### src/rtl/lcd_i2c_pkg.sv
// lcd_i2c_pkg: shared types and constants for the HD44780-over-PCF8574 sequencer.
//   - lcd_state_e      : sequencer state encoding
//   - EXP_*            : PCF8574 bit positions of the LCD control/data lines
//   - INIT_*           : 8-entry power-on init ROM (nibble flag, byte, delay)
//   - exp_byte()       : builds one expander byte from nibble/EN/RS/BL
//   - run_dly_us()     : execution delay for a runtime LCD byte
package lcd_i2c_pkg;

  typedef enum logic [2:0] {
    ST_POWERUP,
    ST_INIT_LOAD,
    ST_IDLE,
    ST_SEND,
    ST_WAIT_DONE,
    ST_DELAY,
    ST_ERROR
  } lcd_state_e;

  localparam int EXP_RS = 0;
  localparam int EXP_RW = 1;
  localparam int EXP_EN = 2;
  localparam int EXP_BL = 3;
  localparam int EXP_D4 = 4;

  localparam int DLY_SHORT_US = 50;
  localparam int DLY_CLEAR_US = 2000;

  localparam int INIT_LEN = 8;

  // Bit i set: entry i is a lone nibble (held in the low 4 bits of INIT_BYTE).
  localparam logic [INIT_LEN-1:0] INIT_NIB_ONLY = 8'b0000_1111;

  localparam logic [7:0] INIT_BYTE [INIT_LEN] = '{
    8'h03, 8'h03, 8'h03, 8'h02, 8'h28, 8'h0C, 8'h01, 8'h06
  };

  localparam logic [31:0] INIT_DLY_US [INIT_LEN] = '{
    32'd5000, 32'd200, 32'd200, 32'd200, 32'd50, 32'd50, 32'd2000, 32'd50
  };

  function automatic logic [7:0] exp_byte(input logic [3:0] nib, input logic en,
                                          input logic rs, input logic bl);
    logic [7:0] b;
    b = 8'h00;
    b[EXP_D4 +: 4] = nib;
    b[EXP_BL]      = bl;
    b[EXP_EN]      = en;
    b[EXP_RW]      = 1'b0;
    b[EXP_RS]      = rs;
    return b;
  endfunction

  // Clear (0x01) and home (0x02) are the slow HD44780 commands.
  function automatic logic [31:0] run_dly_us(input logic rs, input logic [7:0] b);
    if (!rs && (b == 8'h01 || b == 8'h02)) return 32'(DLY_CLEAR_US);
    return 32'(DLY_SHORT_US);
  endfunction

endpackage

### src/rtl/lcd_us_timer.sv
// lcd_us_timer: microsecond prescaler plus 32-bit down-counter.
//   clk, rst_n  : clock, async active-low reset
//   i_load      : load i_load_us and restart the prescaler
//   i_load_us   : delay in microseconds
//   o_busy      : high while the loaded delay has not yet expired
module lcd_us_timer #(
  parameter int US_CYCLES = 50
) (
  input  logic        clk,
  input  logic        rst_n,
  input  logic        i_load,
  input  logic [31:0] i_load_us,
  output logic        o_busy
);

  localparam int PW = (US_CYCLES > 1) ? $clog2(US_CYCLES) : 1;
  localparam logic [PW-1:0] PRE_MAX = PW'(US_CYCLES - 1);

  logic [PW-1:0] r_pre;
  logic [31:0]   r_cnt;

  always_ff @(posedge clk or negedge rst_n) begin
    if (!rst_n) begin
      r_pre <= '0;
      r_cnt <= '0;
    end else if (i_load) begin
      r_pre <= PRE_MAX;
      r_cnt <= i_load_us;
    end else if (r_cnt != 32'd0) begin
      if (r_pre == '0) begin
        r_pre <= PRE_MAX;
        r_cnt <= r_cnt - 32'd1;
      end else begin
        r_pre <= r_pre - PW'(1);
      end
    end
  end

  assign o_busy = (r_cnt != 32'd0);

endmodule

### src/rtl/lcd_i2c_seq.sv
// lcd_i2c_seq: drives an HD44780 LCD through a PCF8574 expander by sequencing
// a byte-level I2C master. Runs the 4-bit init sequence after power-up, then
// accepts command/data bytes from upstream.
//   req_valid/req_rs/req_byte/req_ready : upstream byte request handshake
//   init_done : init sequence complete (sticky until reset)
//   err       : sticky NACK error
//   i2c_start/i2c_addr/i2c_data         : one-byte write request to the master
//   i2c_busy/i2c_done/i2c_nack          : master status
module lcd_i2c_seq
  import lcd_i2c_pkg::*;
#(
  parameter int         CLK_HZ     = 50_000_000,
  parameter logic [6:0] I2C_ADDR   = 7'h27,
  parameter int         POWERUP_MS = 50,
  parameter int         BACKLIGHT  = 1
) (
  input  logic       clk,
  input  logic       rst_n,
  input  logic       req_valid,
  input  logic       req_rs,
  input  logic [7:0] req_byte,
  output logic       req_ready,
  output logic       init_done,
  output logic       err,
  output logic       i2c_start,
  output logic [6:0] i2c_addr,
  output logic [7:0] i2c_data,
  input  logic       i2c_busy,
  input  logic       i2c_done,
  input  logic       i2c_nack
);

  localparam int         US_CYCLES  = CLK_HZ / 1_000_000;
  localparam logic [31:0] POWERUP_US = 32'(POWERUP_MS * 1000);

  lcd_state_e  r_state;
  logic        r_armed;      // timer loaded for the current POWERUP/DELAY visit
  logic [3:0]  r_init_idx;   // next ROM entry; 8 means init ROM exhausted
  logic        r_rs;
  logic [7:0]  r_byte;
  logic        r_nib_only;
  logic [1:0]  r_phase;      // [1]=low nibble, [0]=EN-low write
  logic [31:0] r_dly_us;
  logic        r_req_ready;
  logic        r_init_done;
  logic        r_err;
  logic        r_start;
  logic [7:0]  r_data;

  logic        w_bl;
  logic        w_tmr_load;
  logic [31:0] w_tmr_load_us;
  logic        w_tmr_busy;
  logic [3:0]  w_nib;
  logic [7:0]  w_send_byte;
  logic        w_last_phase;
  logic [2:0]  w_rom_idx;

  assign w_bl          = (BACKLIGHT != 0);
  assign w_tmr_load    = ((r_state == ST_POWERUP) || (r_state == ST_DELAY)) && !r_armed;
  assign w_tmr_load_us = (r_state == ST_POWERUP) ? POWERUP_US : r_dly_us;
  assign w_nib         = r_phase[1] ? r_byte[3:0] : r_byte[7:4];
  assign w_send_byte   = exp_byte(w_nib, ~r_phase[0], r_rs, w_bl);
  assign w_last_phase  = r_nib_only ? (r_phase == 2'd1) : (r_phase == 2'd3);
  assign w_rom_idx     = r_init_idx[2:0];

  lcd_us_timer #(.US_CYCLES(US_CYCLES)) u_timer (
    .clk       (clk),
    .rst_n     (rst_n),
    .i_load    (w_tmr_load),
    .i_load_us (w_tmr_load_us),
    .o_busy    (w_tmr_busy)
  );

  always_ff @(posedge clk or negedge rst_n) begin
    if (!rst_n) begin
      r_state     <= ST_POWERUP;
      r_armed     <= 1'b0;
      r_init_idx  <= 4'd0;
      r_rs        <= 1'b0;
      r_byte      <= 8'h00;
      r_nib_only  <= 1'b0;
      r_phase     <= 2'd0;
      r_dly_us    <= 32'd0;
      r_req_ready <= 1'b0;
      r_init_done <= 1'b0;
      r_err       <= 1'b0;
      r_start     <= 1'b0;
      r_data      <= 8'h00;
    end else begin
      r_start <= 1'b0;
      case (r_state)
        ST_POWERUP: begin
          if (!r_armed) begin
            r_armed <= 1'b1;
          end else if (!w_tmr_busy) begin
            r_armed <= 1'b0;
            r_state <= ST_INIT_LOAD;
          end
        end
        ST_INIT_LOAD: begin
          // Lone nibbles go out on D7..D4, so park them in the high half.
          r_byte     <= INIT_NIB_ONLY[w_rom_idx] ? {INIT_BYTE[w_rom_idx][3:0], 4'h0}
                                                 : INIT_BYTE[w_rom_idx];
          r_nib_only <= INIT_NIB_ONLY[w_rom_idx];
          r_dly_us   <= INIT_DLY_US[w_rom_idx];
          r_rs       <= 1'b0;
          r_phase    <= 2'd0;
          r_init_idx <= r_init_idx + 4'd1;
          r_state    <= ST_SEND;
        end
        ST_IDLE: begin
          if (req_valid && r_req_ready) begin
            r_req_ready <= 1'b0;
            r_rs        <= req_rs;
            r_byte      <= req_byte;
            r_nib_only  <= 1'b0;
            r_phase     <= 2'd0;
            r_dly_us    <= run_dly_us(req_rs, req_byte);
            // Issue the first write straight from the accept edge so the
            // start pulse lands one cycle after acceptance.
            if (!i2c_busy) begin
              r_start <= 1'b1;
              r_data  <= exp_byte(req_byte[7:4], 1'b1, req_rs, w_bl);
              r_state <= ST_WAIT_DONE;
            end else begin
              r_state <= ST_SEND;
            end
          end
        end
        ST_SEND: begin
          if (!i2c_busy) begin
            r_start <= 1'b1;
            r_data  <= w_send_byte;
            r_state <= ST_WAIT_DONE;
          end
        end
        ST_WAIT_DONE: begin
          if (i2c_done) begin
            if (i2c_nack) begin
              r_err       <= 1'b1;
              r_req_ready <= 1'b0;
              r_state     <= ST_ERROR;
            end else if (w_last_phase) begin
              r_state <= ST_DELAY;
            end else begin
              r_phase <= r_phase + 2'd1;
              r_state <= ST_SEND;
            end
          end
        end
        ST_DELAY: begin
          if (!r_armed) begin
            r_armed <= 1'b1;
          end else if (!w_tmr_busy) begin
            r_armed <= 1'b0;
            if (r_init_idx != 4'(INIT_LEN)) begin
              r_state <= ST_INIT_LOAD;
            end else begin
              r_state     <= ST_IDLE;
              r_req_ready <= 1'b1;
              r_init_done <= 1'b1;
            end
          end
        end
        ST_ERROR: begin
          r_err       <= 1'b1;
          r_req_ready <= 1'b0;
        end
        default: r_state <= ST_ERROR;
      endcase
    end
  end

  assign req_ready = r_req_ready;
  assign init_done = r_init_done;
  assign err       = r_err;
  assign i2c_start = r_start;
  assign i2c_addr  = I2C_ADDR;
  assign i2c_data  = r_data;

endmodule

### config.mk
export PLATFORM = sky130hd
export DESIGN_NAME = lcd_i2c_seq
export DESIGN_NICKNAME = d
export VERILOG_FILES = /design/src/rtl/lcd_i2c_pkg.sv /design/src/rtl/lcd_us_timer.sv /design/src/rtl/lcd_i2c_seq.sv
export SDC_FILE = /design/constraint.sdc
export NUM_CORES = 1
export LEC_CHECK = 0
export ABC_AREA = 1
export BUFFER_PORTS_ARGS = -buffer_cell sky130_fd_sc_hd__buf_2
export CORE_ASPECT_RATIO = 1.1
export CORE_MARGIN = 2
export CORE_UTILIZATION = 56
export CTS_CLUSTER_DIAMETER = 30
export DETAILED_ROUTE_END_ITERATION = 8
export PLACE_DENSITY_LB_ADDON = 0.2
export REMOVE_ABC_BUFFERS = 1
export SETUP_SLACK_MARGIN = 0.05
export SLEW_MARGIN = 10
export SYNTH_ARGS = -nofsm -noshare
export SYNTH_HDL_FRONTEND = slang
export SYNTH_HIERARCHICAL = 1
export SYNTH_SLANG_ARGS = --single-unit
export TNS_END_PERCENT = 20
### constraint.sdc
create_clock -name clk -period 1.91 [get_ports clk]
set_input_delay 0.4775 -clock clk [delete_from_list [all_inputs] [get_ports clk]]
set_output_delay 0.4775 -clock clk [all_outputs]
set_load 0.01 [all_outputs]
[Word-level counts from Yosys, hierarchy flattened]
Memory sizes are Yosys's and may differ from the RTL's.
Cells that the tools add are included.
Operators by class
  add/subtract/negate cells: 4
  multiply operators: 0
  div/mod/pow operators: 0
  $lt $le $gt $ge: 2
  equal/unequal tests: 23
  shift-type cells: 0
  mux-type cells: 63
  bitwise gates (word level): 5
  reduce and logical (&&, ||, !) cells: 26
Operators by type and width (count)
  $mux 32: 9
  $pmux 32 s2: 1
  $mux 8: 7
  $pmux 8 s2: 2
  $reduce_bool 32->1: 1
  $sub 32x1->32 const B: 1
  $mux 3: 10
  $ne 2x2->1 const B: 12
  $pmux 3 s7: 1
  $mux 1: 18
  $mux 6: 3
  $mux 2: 5
  $reduce_bool 2->1: 5
  $eq 3x3->1 const B: 3
  $eq 8x1->1 const B: 1
  $eq 8x2->1 const B: 1
  $pmux 1 s2: 4
  $reduce_and 4->1: 2
  $reduce_and 8->1: 1
  $reduce_and 7->1: 1
  $eq 3x2->1 const B: 2
  $logic_not 6->1: 1
  $pmux 2 s3: 1
  $sub 6x1->6 const B: 1
  other kinds (22): 30
Storage, ports and cells
  register bits: 102
  latch bits: 0
  RAM bits: 0
  memory bits (read-only): 328
  output and inout port bits: 19
  word-level logic and storage cells: 141
  memories: 3
Memory list
  (no name shown): depth 8, width 32, read ports 1, clocked after memory_dff 0, write ports 0, RTL line lcd_i2c_seq.sv:106  | r_dly_us <= INIT_DLY_US[w_rom_idx];
  (no name shown): depth 8, width 8, read ports 1, clocked after memory_dff 0, write ports 0, RTL line lcd_i2c_seq.sv:104  | : INIT_BYTE[w_rom_idx];
  (no name shown): depth 8, width 1, read ports 1, clocked after memory_dff 0, write ports 0, RTL line lcd_i2c_seq.sv:105  | r_nib_only <= INIT_NIB_ONLY[w_rom_idx];

[Depth between registers and ports, before layout]
Gate-level depths: netlist of the first run.
  depth after elaboration: 9
  mapped depth: 15
  mapped depth without buffers: 15

[Cells and area by module]
The synthesis of the first run kept the hierarchy.
By module, submodules not included
  lcd_us_timer: times used 1, cells each 472, area an instance 2904.0 µm², seq. area each 950.9 µm²
  lcd_i2c_seq: times used 1, cells each 293, area an instance 2283.4 µm², seq. area each 950.9 µm²

[Worst setup path after synthesis of the first run]
Ideal clock, no wire load.
  path kind: register to register
  start point: register u_timer.r_cnt[0]
  end point: register r_state[0]
  library setup time: 65 ps
  arrival: 2035 ps
  data required time: 1845 ps
  slack: -190 ps
  cell stages (with the launch flop): 16
  cells stage by stage: dfrtp_1 > inv_1 > ha_1 > nand3_4 > nor2_4 > nand2_1 > inv_1 > nand2_1 > or3_1 > nor2_1 > inv_1 > nand2_1 > nand2_1 > nor2_1 > nand2_1 > nand2_1
On the way
  cells in the longest elaborated chain, start to end: 3
  elaborated cells between the ends (all ways): 4
  classes of those cells: eq/ne: 2; reduce/logical: 2
RTL lines
  start: declaration: RTL line lcd_us_timer.sv:20  | logic [31:0] r_cnt;
  start signal: assignment: RTL line lcd_us_timer.sv:28  | r_cnt <= i_load_us;
  start signal: assignment: RTL line lcd_us_timer.sv:32  | r_cnt <= r_cnt - 32'd1;
  $reduce_bool 32->1 *: RTL line lcd_us_timer.sv:39  | assign o_busy = (r_cnt != 32'd0);
  named net w_tmr_busy: RTL line lcd_i2c_seq.sv:53  | logic w_tmr_busy;
  $ne 2x2->1 (no source line)
  $reduce_and 8->1 (no source line) *
  end signal: assignment: RTL line lcd_i2c_seq.sv:77  | r_state <= ST_POWERUP;
  end signal: assignment: RTL line lcd_i2c_seq.sv:98  | r_state <= ST_INIT_LOAD;
  end signal: assignment: RTL line lcd_i2c_seq.sv:110  | r_state <= ST_SEND;
  end: declaration: RTL line lcd_i2c_seq.sv:36  | lcd_state_e r_state;
The timed path passes the listed nets; every way through them passes the cells marked *.
A chain may end at the register's enable or synchronous reset.

[Worst setup path in the final report of the first run]
  start point: register u_timer.r_cnt[1]
  end point: register r_state[1]
The elaborated chain is that of the path after synthesis.

==> flow_summary.yaml, run 1 <==
setup_path:
  setup.reg_to_reg.worst_slack_ns: -0.13
  worstReg2RegStart: "u_timer/r_cnt[1]"
  setup.worst_path.class: "flop to flop"
  crit_path_end_kind: "flop"
  worstSetupEndpoint: "r_state[1]"
  critPathLaunch: "u_timer/r_cnt[1]"
  worst-path-max-fanout: 3
  ff2ff_path_depth: 14
  worstPathRequired_ns: 2.16
  timing.critical_path.from_type: "flop"
  worstPathArrival_ns: 2.29
  rr_endpoint: "r_state[1]"
clock_tree:
  cts-hold-fix-buffers: 0
  total_clock_buffers_created_by_cts: 9
  tritoncts: "built"
  cts.sink_count: 76
  clkTransAtPathRegs_ns: 0.08
  clk_latency_ns: 0.37
  clock_path_buffers: 2
  root_buffer: "clkbuf_8"
  cts-htree-levels: 3
route:
  avgViaCountPerCell: 5.208
  detail-route-antenna-nets: 0
  drt-pass1-iter-count: 7
  route.detailed.wl_per_inst_um: 13.35
  drtIter0Drc: 309
  num_vias: 5192
  drt_drc: 0
  drt_wl_total_um: 13310
timing:
  fin_crit_ns: 2.044
  timing.final.setup_violations: 29
  min_period_over_period_pct: 107.0
  achievable-frequency_mhz: 489.2
  final.setup.worst_slack_ns: -0.1342
  grt_setup_unrepaired: "true"
  setup_tns_ns: -2.371
  final_max_slew_viol_count: 0
  hold_violations: 0
  max_clock_skew_ns: 0.01395
  whs_ns: 0.03110
finish:
  layout.core_utilization_pct: 71.49
  antenna_cells: 0
  layout.cell_area.non_filler_mm2: 0.006376
  post_route_cells_drive_above_1_share_pct: 22.31
  layout.nets: 901
  syn_to_final_growth_pct: 22.91
  filler_free_cell_count_of_the_finished_design: 997
place:
  port_buffers: 25
  half_perimeter_wire_length_of_the_detailed_placement_result_um: 9408
  pre_cts_ws_ns: -0.2812
  placedCellCount: 966
  placement_cell_area_mm2: 0.005859
  place.gp.congestion: 0.9313
power:
  power_density_mw_per_mm2: 537.7
  leakage_nw: 3.307
  max-vdd-ir-drop_uv: 364.7
  power.total_mw: 3.428
synth:
  synth_seq_area_share_pct: 36.66
  netlist_top_cells_count: "nand2_1 (254), nor2_1 (99), inv_1 (79)"
  netlist-cell-type-count: 41
  mappedNetlistArea_mm2: 0.005187
  syn_inst: 765
  synth_edf_count: 0
  yosys.cell_count.top_type: "nand2_1"
  avgSynthCellArea_um2: 6.781
  synth_seq_cells: 76
  dominantRegCellSynth: "dfrtp_1"
  yosysTopAreaCellShare_pct: 36.66
  post-synth-top-area-cell: "dfrtp_1"
  yosys_warns: 6
  async_reset_ff_share_pct: 100.0
  ys_top_cells_by_area: "dfrtp_1 (37%), nand2_1 (18%), nor2_1 (7.2%), nand3_1 (6.3%), inv_1 (5.7%)"
floorplanning:
  start_util_pct: 58.16
  top_level_ports: 34
  floorplan.die_area_mm2: 0.01005
  floorplan.core_area_mm2: 0.008919
  placementRows: 36
  die_y_um: 104.9
  die_x_um: 95.77
global_route:
  maximum_number_of_pins_on_one_net_before_global_route_repair: 35
  overflow: 0
  antenna_found_initial: 0
  grt_pass1_wl_um: 21950
  number_of_global_route_vias_before_repair: 4932
  grt_usage_pct: 27.72
job:
  max_cap_viol_count: 0
status:
  status: "finished, violations left"
  failed_checks: "negative setup slack"
hold_path:
  type_of_the_worst_min_delay_path: "input pin to asynchronous set/reset pin"
-- per-layer routing --
metal  vias up  GRT usage [%]  part of all wire (%)
li1       2601              -                     -
met1      2411          34.08                    43
met2       147          47.20                    51
met3        33          5.335                   4.0
met4         0          10.82                   2.6
met5         -              0                     0
-- timing repair --
item | CTS | global route
cloned | 0 | 3
pin swaps | 17 | 12
endpoints found under the setup margin | 16 | 44
setup buffers | 7 | 6
gates resized for setup | 25 | 18
-- layout by cell type (no fill, tap or decap), types with 2 or more instances in the layout --
master,instances
nor2_2,15
inv_1,75
nand2_8,3
dfrtp_1,76
conb_1,28
nand4_1,14
nand3_4,2
a31oi_1,4
or2_2,6
nand2_1,247
xor2_1,6
buf_12,2
bufinv_16,3
nor2_4,6
nand2_4,5
a31oi_2,3
nand2_2,12
buf_4,73
buf_6,2
buf_2,24
nor2_1,92
nand3_2,3
nor2_8,2
o21ai_2,5
ha_1,7
clkbuf_8,10
o21bai_1,2
o21ai_1,23
o211ai_1,2
o21ai_0,34
a21oi_1,2
nand3_1,64
inv_2,12
nand3b_1,2
o21a_1,2
-- final cells by class --
| cell class | count | area (um^2) |
|---|---|---|
| flip-flops and latches | 76 | 1902 |
| clock inverters | 5 | 107.6 |
| well taps | 114 | 142.6 |
| clock buffers | 11 | 141.4 |
| inverters | 87 | 326.6 |
| fillers | 739 | 2542 |
| multi-input cells | 601 | 2985 |
| repair buffers | 103 | 770.7 |
-- worst max-delay path, stage by stage (launching register included) --
cell and delay (ns):
dfrtp_1 0.41, inv_2 0.09, ha_4 0.15, nand3_4 0.07, nor2_4 0.12, nand2_2 0.07, inv_2 0.06, nand2_2 0.05
or3_4 0.35, nor2_4 0.14, inv_2 0.06, nand2_4 0.06, nand4_1 0.12, nand2_1 0.11, nand2_1 0.05
-- sequential cells by signal, indices dropped and copies added, names as in the netlist, 2 cells and up --
signal	count
i2c_data	7
r_state	3
r_byte	8
r_init_idx	4
r_dly_us	8
u_timer/r_cnt	32
r_phase	2
u_timer/r_pre	6
-- power by group --
group | total, mW | internal, mW | switching (mW)
registers | 1.64 | 1.63 | 0.0148
clock network | 1.55 | 0.912 | 0.643
logic | 0.230 | 0.0905 | 0.139
total | 3.43 | 2.63 | 0.797
-- how the worst min path moves through the flow --
stage	endpoint	startpoint	cells after the start
6_report	u_timer/r_pre[4]	rst_n	1
5_1_grt	u_timer/r_pre[4]	rst_n	1
4_1_cts	u_timer/r_pre[4]	rst_n	1
3_5_place_dp	u_timer/r_pre[4]	rst_n	1
3_3_place_gp	u_timer/r_pre[4]	rst_n	1
2_1_floorplan	err	rst_n	0
-- cells by family (layout without fill, tap and decap cells) --
| group | count (synthesis) | after routing | synth area share, % |
|---|---|---|---|
| multiplexers | 1 | 1 | 0.1930 |
| XOR/XNOR | 7 | 7 | 1.182 |
| buffers and inverters | 116 | 206 | 10.40 |
| AO/OA/AOI/OAI | 80 | 80 | 8.779 |
| other | 2 | 28 | 0.1448 |
| adder cells (fa/ha/maj) | 8 | 8 | 1.930 |
| flip-flops | 76 | 76 | 36.66 |
| AND/OR/NAND/NOR | 475 | 477 | 40.71 |
No activity file was read; power rests on OpenSTA's default activity.
==> run 2: changes to the inputs <==
Settings changed: CELL_PAD_IN_SITES_DETAIL_PLACEMENT set to 0, CELL_PAD_IN_SITES_GLOBAL_PLACEMENT set to 1, CORE_UTILIZATION 56 to 48, TNS_END_PERCENT 20 to unset.
Clock period 1.91 ns to 2.65 ns, I/O delays scaled along.
==> run 2 against run 1 <==
Critical endpoint unchanged. Critical path type unchanged. Fmax is 11% lower. Clock power is 14% lower. The flow now finishes without violations. Clock-buffer cell count is 1 lower.
==> flow_summary.yaml, run 2 (same netlist as run 1, synthesis figures left out) <==
finish:
  layout.nets: 834
  layout.cell_area.non_filler_mm2: 0.005818
  post_route_cells_drive_above_1_share_pct: 13.36
  regMostFlops: "u_timer/r_cnt"
  flip_flop_count_of_the_largest_register_after_layout: 32
  layout.core_utilization_pct: 55.72
  multi_input_gate_area_mm2: 0.002855
  layout.cells.most_common_list: "nand2_1 (254), nor2_1 (97), inv_1 (79), dfrtp_1 (76), nand3_1 (65)"
  antenna_cells: 0
  layout_top_registers: "u_timer/r_cnt (32), r_byte (8), r_dly_us (8)"
  register_area_mm2: 0.001902
  syn_to_final_growth_pct: 12.16
  layout_commonest_cell: "nand2_1"
  fillerInstances: 1105
timing:
  grt_setup_unrepaired: "false"
  max_clock_skew_ns: 0.008156
  hold_violations: 0
  min_period_over_period_pct: 86.93
  timing.final.setup_violations: 0
  fin_crit_ns: 2.304
  whs_ns: 0.2691
  final_max_slew_viol_count: 0
  setup_tns_ns: 0
  achievable-frequency_mhz: 434.1
floorplanning:
  top_level_ports: 34
  floorplan.die_area_mm2: 0.01166
  floorplan.core_area_mm2: 0.01044
  die_y_um: 113.0
  die_x_um: 103.1
  placementRows: 39
  start_util_pct: 49.68
route:
  detail-route-antenna-nets: 0
  avgViaCountPerCell: 4.881
  drt-pass1-iter-count: 5
  num_vias: 4681
  drtIter0Drc: 177
  route.detailed.wl_per_inst_um: 12.66
  drt_drc: 0
  drt_wl_total_um: 12140
clock_tree:
  clk_latency_ns: 0.34
  cts.sink_count: 76
  tritoncts: "built"
  clock_path_buffers: 2
  cts-hold-fix-buffers: 0
  cts-htree-levels: 3
  clkTransAtPathRegs_ns: 0.06
  root_buffer: "clkbuf_16"
  total_clock_buffers_created_by_cts: 9
job:
  max_cap_viol_count: 0
setup_path:
  setup.reg_to_reg.worst_slack_ns: 0.35
  critPathLaunch: "u_timer/r_cnt[0]"
  ff2ff_path_depth: 14
  worst-path-max-fanout: 7
  worstReg2RegStart: "u_timer/r_cnt[0]"
  worstSetupEndpoint: "r_state[1]"
  rr_endpoint: "r_state[1]"
  timing.critical_path.from_type: "flop"
  worstPathArrival_ns: 2.53
  crit_path_end_kind: "flop"
  setup.worst_path.class: "flop to flop"
  worstPathRequired_ns: 2.87
hold_path:
  type_of_the_worst_min_delay_path: "input pin to asynchronous set/reset pin"
power:
  power_density_mw_per_mm2: 456.2
  max-vdd-ir-drop_uv: 364.7
  leakage_nw: 2.981
global_route:
  overflow: 0
  antenna_found_initial: 0
  grt_busiest_layer: "met2"
  number_of_global_route_vias_before_repair: 4454
  grt_pass1_wl_um: 20860
  grt.met1_usage_pct: 29.68
  maximum_number_of_pins_on_one_net_before_global_route_repair: 46
  grt_usage_pct: 22.52
  gr-usage-met2_pct: 38.53
  global_route.usage.met3_pct: 3.768
place:
  half_perimeter_wire_length_of_the_detailed_placement_result_um: 8973
  place.gp.congestion: 0.8744
  placement_cell_area_mm2: 0.005478
  port_buffers: 25
status:
  status: "completed"
-- run 2: changes by cell type in the layout (fill, tap and decap cells not counted), moves of 5 or more --
cell	previous run	this run
nand2_1	247	254
nor2_1	92	97
o21ai_0	34	41
clkbuf_16	1	9
clkbuf_8	10	0
buf_4	73	13
nand2_2	12	7
-- run 2: through the flow --
stage	std cells	setup slack, ns	power (mW)
2_1_floorplan	762	-0.8039	1.280
3_3_place_gp	941	0.3140	1.337
3_5_place_dp	941	0.2340	1.340
4_1_cts	957	0.2112	2.676
5_1_grt	959	0.08330	2.741
6_report	959	0.3465	2.654
-- run 2: what timing repair did --
action	in CTS	in global routing
setup buffers	0	2
endpoints found under the setup margin	0	3
gates resized for setup	0	3
-- run 2: cell type report --
class	count	area share (%)
clock buffers	10	3.935
clock inverters	6	1.527
inverters	87	5.613
multi-input cells	599	49.08
flip-flops and latches	76	32.69
well taps	143	3.075
repair buffers	38	4.086
-- run 2: how the worst min path moves through the flow --
stage	cells past startpoint	endpoint	start
final	1	u_timer/r_pre[4]	rst_n
after global routing	1	u_timer/r_pre[4]	rst_n
after CTS	1	u_timer/r_cnt[16]	rst_n
after detailed placement	2	init_done	init_done
after global placement	2	init_done	init_done
after floorplan	0	err	rst_n
-- run 2: per-layer routing --
metal,up-vias,part of all wire (%)
li1,2479,-
met1,2137,47
met2,54,50
met3,11,2.4
met4,0,1.1
met5,-,0
-- run 2: report_power, final --
group / internal, mW / total, mW / leakage (nW) / switching (mW)
Clock: 0.825 / 1.34 / 0.149 / 0.511
Sequential: 1.18 / 1.20 / 0.917 / 0.0209
Combinational: 0.0396 / 0.121 / 1.91 / 0.0813
Total: 2.04 / 2.65 / 2.98 / 0.613
-- run 2: worst max-delay path, cell delays in order (launching register included) --
cell and delay (ns):
dfrtp_1 0.37, inv_1 0.11, ha_2 0.23, nand3_4 0.13
nor2_4 0.12, nand2_1 0.08, inv_1 0.07, nand2_1 0.08
or3_1 0.38, nor2_2 0.16, inv_1 0.05, nand2_1 0.10
nand4_1 0.14, nand2_1 0.11, nand2_1 0.06
==> run 3: changes to the inputs <==
==> constraint.sdc (replaced) <==
create_clock -name clk -period 2.65 [get_ports clk]
set_input_delay 0.1325 -clock clk [delete_from_list [all_inputs] [get_ports clk]]
set_output_delay 0.1325 -clock clk [all_outputs]
set_load 0.01 [all_outputs]
==> run 3 against run 2 <==
The run now ends with negative hold slack left. Global-route usage up 0.71 points. Combinational power hardly changed. Routed wire length increased by 2.8%. Clock power grew 7%. Critical endpoint is now r_state[0]. Largest cell class unchanged. Highest routed layer unchanged.
==> flow_summary.yaml, run 3 (same netlist as run 1, synthesis figures left out) <==
setup_path:
  timing.critical_path.from_type: "flop"
  critical_path.cell_chain: "inv_1 > ha_2 > nand3_4 > nor2_4 > nand2_1 > inv_1 > nand2_1 > or3_1 > nor2_2 > inv_1 > nand2_1 > nand4_1 > nand2_1 > nand2_1"
  worstReg2RegStart: "u_timer/r_cnt[0]"
  timing.critical_path.mode_cell: "nand2_1"
  ff2ff_path_depth: 14
  setup.worst_path.class: "flop to flop"
  critical_path.slowest_cell: "or3_1"
  crit_path_end_kind: "flop"
  timing.critical_path.max_delay_family: "simple AND/OR/NAND/NOR gates"
  worstPathArrival_ns: 2.55
  setup.reg_to_reg.worst_slack_ns: 0.34
  worst-path-max-fanout: 7
  rr_endpoint: "r_state[0]"
  timing.critical_path.slowest_cell_delay_ns: 0.38
  critical_path.n_buffers_inverters: 3
  worstPathRequired_ns: 2.89
status:
  failed_checks: "negative hold slack"
  status: "finished, violations left"
clock_tree:
  root_buffer: "clkbuf_16"
  tritoncts: "built"
  cts-hold-fix-buffers: 0
  total_clock_buffers_created_by_cts: 9
  clk_latency_ns: 0.35
  cts.sink_count: 76
  clock_path_buffers: 2
  cts-htree-levels: 3
  clkTransAtPathRegs_ns: 0.06
place:
  port_buffers: 25
  pre_cts_ws_ns: 0.2106
  placedCellCount: 939
  placement_cell_area_mm2: 0.005450
  place.gp.congestion: 0.8884
  half_perimeter_wire_length_of_the_detailed_placement_result_um: 8968
global_route:
  maximum_number_of_pins_on_one_net_before_global_route_repair: 77
  number_of_global_route_vias_before_repair: 4595
  overflow: 0
  antenna_found_initial: 0
  grt_usage_pct: 23.24
  grt_pass1_wl_um: 21340
route:
  num_vias: 4737
  drt-pass1-iter-count: 4
  drt_wl_total_um: 12480
  avgViaCountPerCell: 4.950
  detail-route-antenna-nets: 0
  route.detailed.wl_per_inst_um: 13.04
  drt_drc: 0
  drtIter0Drc: 204
floorplanning:
  die_y_um: 113.0
  start_util_pct: 49.68
  placementRows: 39
  floorplan.die_area_mm2: 0.01166
  die_x_um: 103.1
  top_level_ports: 34
  floorplan.core_area_mm2: 0.01044
timing:
  timing.max_slew.rel_slack_pct: 34.57
  hold_violations: 76
  achievable-frequency_mhz: 432.7
  grt_setup_unrepaired: "false"
  tightest_slew_ns: 0.9814
  min_period_over_period_pct: 87.22
  timing.final.setup_violations: 0
  whs_ns: -0.04447
  max_clock_skew_ns: 0.005428
  fin_crit_ns: 2.311
  setup_tns_ns: 0
  final.setup.worst_slack_ns: 0.3388
  final_max_slew_viol_count: 0
finish:
  antenna_cells: 0
  regMostFlops: "u_timer/r_cnt"
  filler_free_cell_count_of_the_finished_design: 957
  layout.cells.most_common_list: "nand2_1 (254), nor2_1 (97), inv_1 (79), dfrtp_1 (76), nand3_1 (65)"
  layout_commonest_cell: "nand2_1"
  layout.cell_area.non_filler_mm2: 0.005813
  layout.core_utilization_pct: 55.67
  flip_flop_count_of_the_largest_register_after_layout: 32
  syn_to_final_growth_pct: 12.06
  layout.nets: 832
  post_route_cells_drive_above_1_share_pct: 13.14
  layout_top_registers: "u_timer/r_cnt (32), r_byte (8), r_dly_us (8)"
power:
  power_density_mw_per_mm2: 473.1
  power.total_mw: 2.750
  leakage_nw: 2.981
  max-vdd-ir-drop_uv: 307.5
job:
  max_cap_viol_count: 0
hold_path:
  type_of_the_worst_min_delay_path: "input pin to asynchronous set/reset pin"
## run 3: worst register-to-register path: cells and delay by family (launching register included)
family	cells	cell delay (ns)
buffers and inverters	3	0.24
adder cells (fa/ha/maj)	1	0.23
AND/OR/NAND/NOR	10	1.36
flip-flops	1	0.37
## run 3: layer usage
| layer | wire length, um | up-vias | track usage (%) |
|---|---|---|---|
| met5 | 0 | - | 0 |
| met4 | 231 | 0 | 9.386 |
| met3 | 418 | 15 | 2.841 |
| met2 | 6309 | 87 | 40.09 |
| met1 | 5522 | 2170 | 29.19 |
| li1 | - | 2465 | - |
## run 3: where the power goes
part	leakage, nW	switching [mW]	internal (mW)
combinational	1.90	0.0816	0.0365
sequential	0.917	0.0208	1.18
clock	0.163	0.513	0.922
total	2.98	0.615	2.13
## run 3: worst max-delay path by stage
stage	startpoint	to	slack [ns]	depth (start not counted)
floorplan	r_state[2]	u_timer/r_cnt[20]	-0.80	6
global placement	u_timer/r_cnt[0]	r_state[0]	0.32	15
detailed placement	u_timer/r_cnt[0]	r_state[2]	0.21	15
CTS	u_timer/r_cnt[0]	r_state[2]	0.18	15
global route	u_timer/r_cnt[0]	r_state[0]	0.10	15
finish	u_timer/r_cnt[0]	r_state[0]	0.34	14
## run 3: timing repair
action                                 4_1_cts  5_1_grt
setup endpoints to repair                    0        3
endpoints found under the hold margin        0        0
gates resized for setup                      0        3
buffers inserted                             0        2
## run 3: area by class of cell
type	count	area [um^2]
Clock inverter	6	111.4
Timing Repair Buffer	36	210.2
Fill cell	1097	4629
Sequential cell	76	1902
Tap cell	143	178.9
Multi-Input combinational cell	599	2855
Inverter	87	326.6
Clock buffer	10	229.0
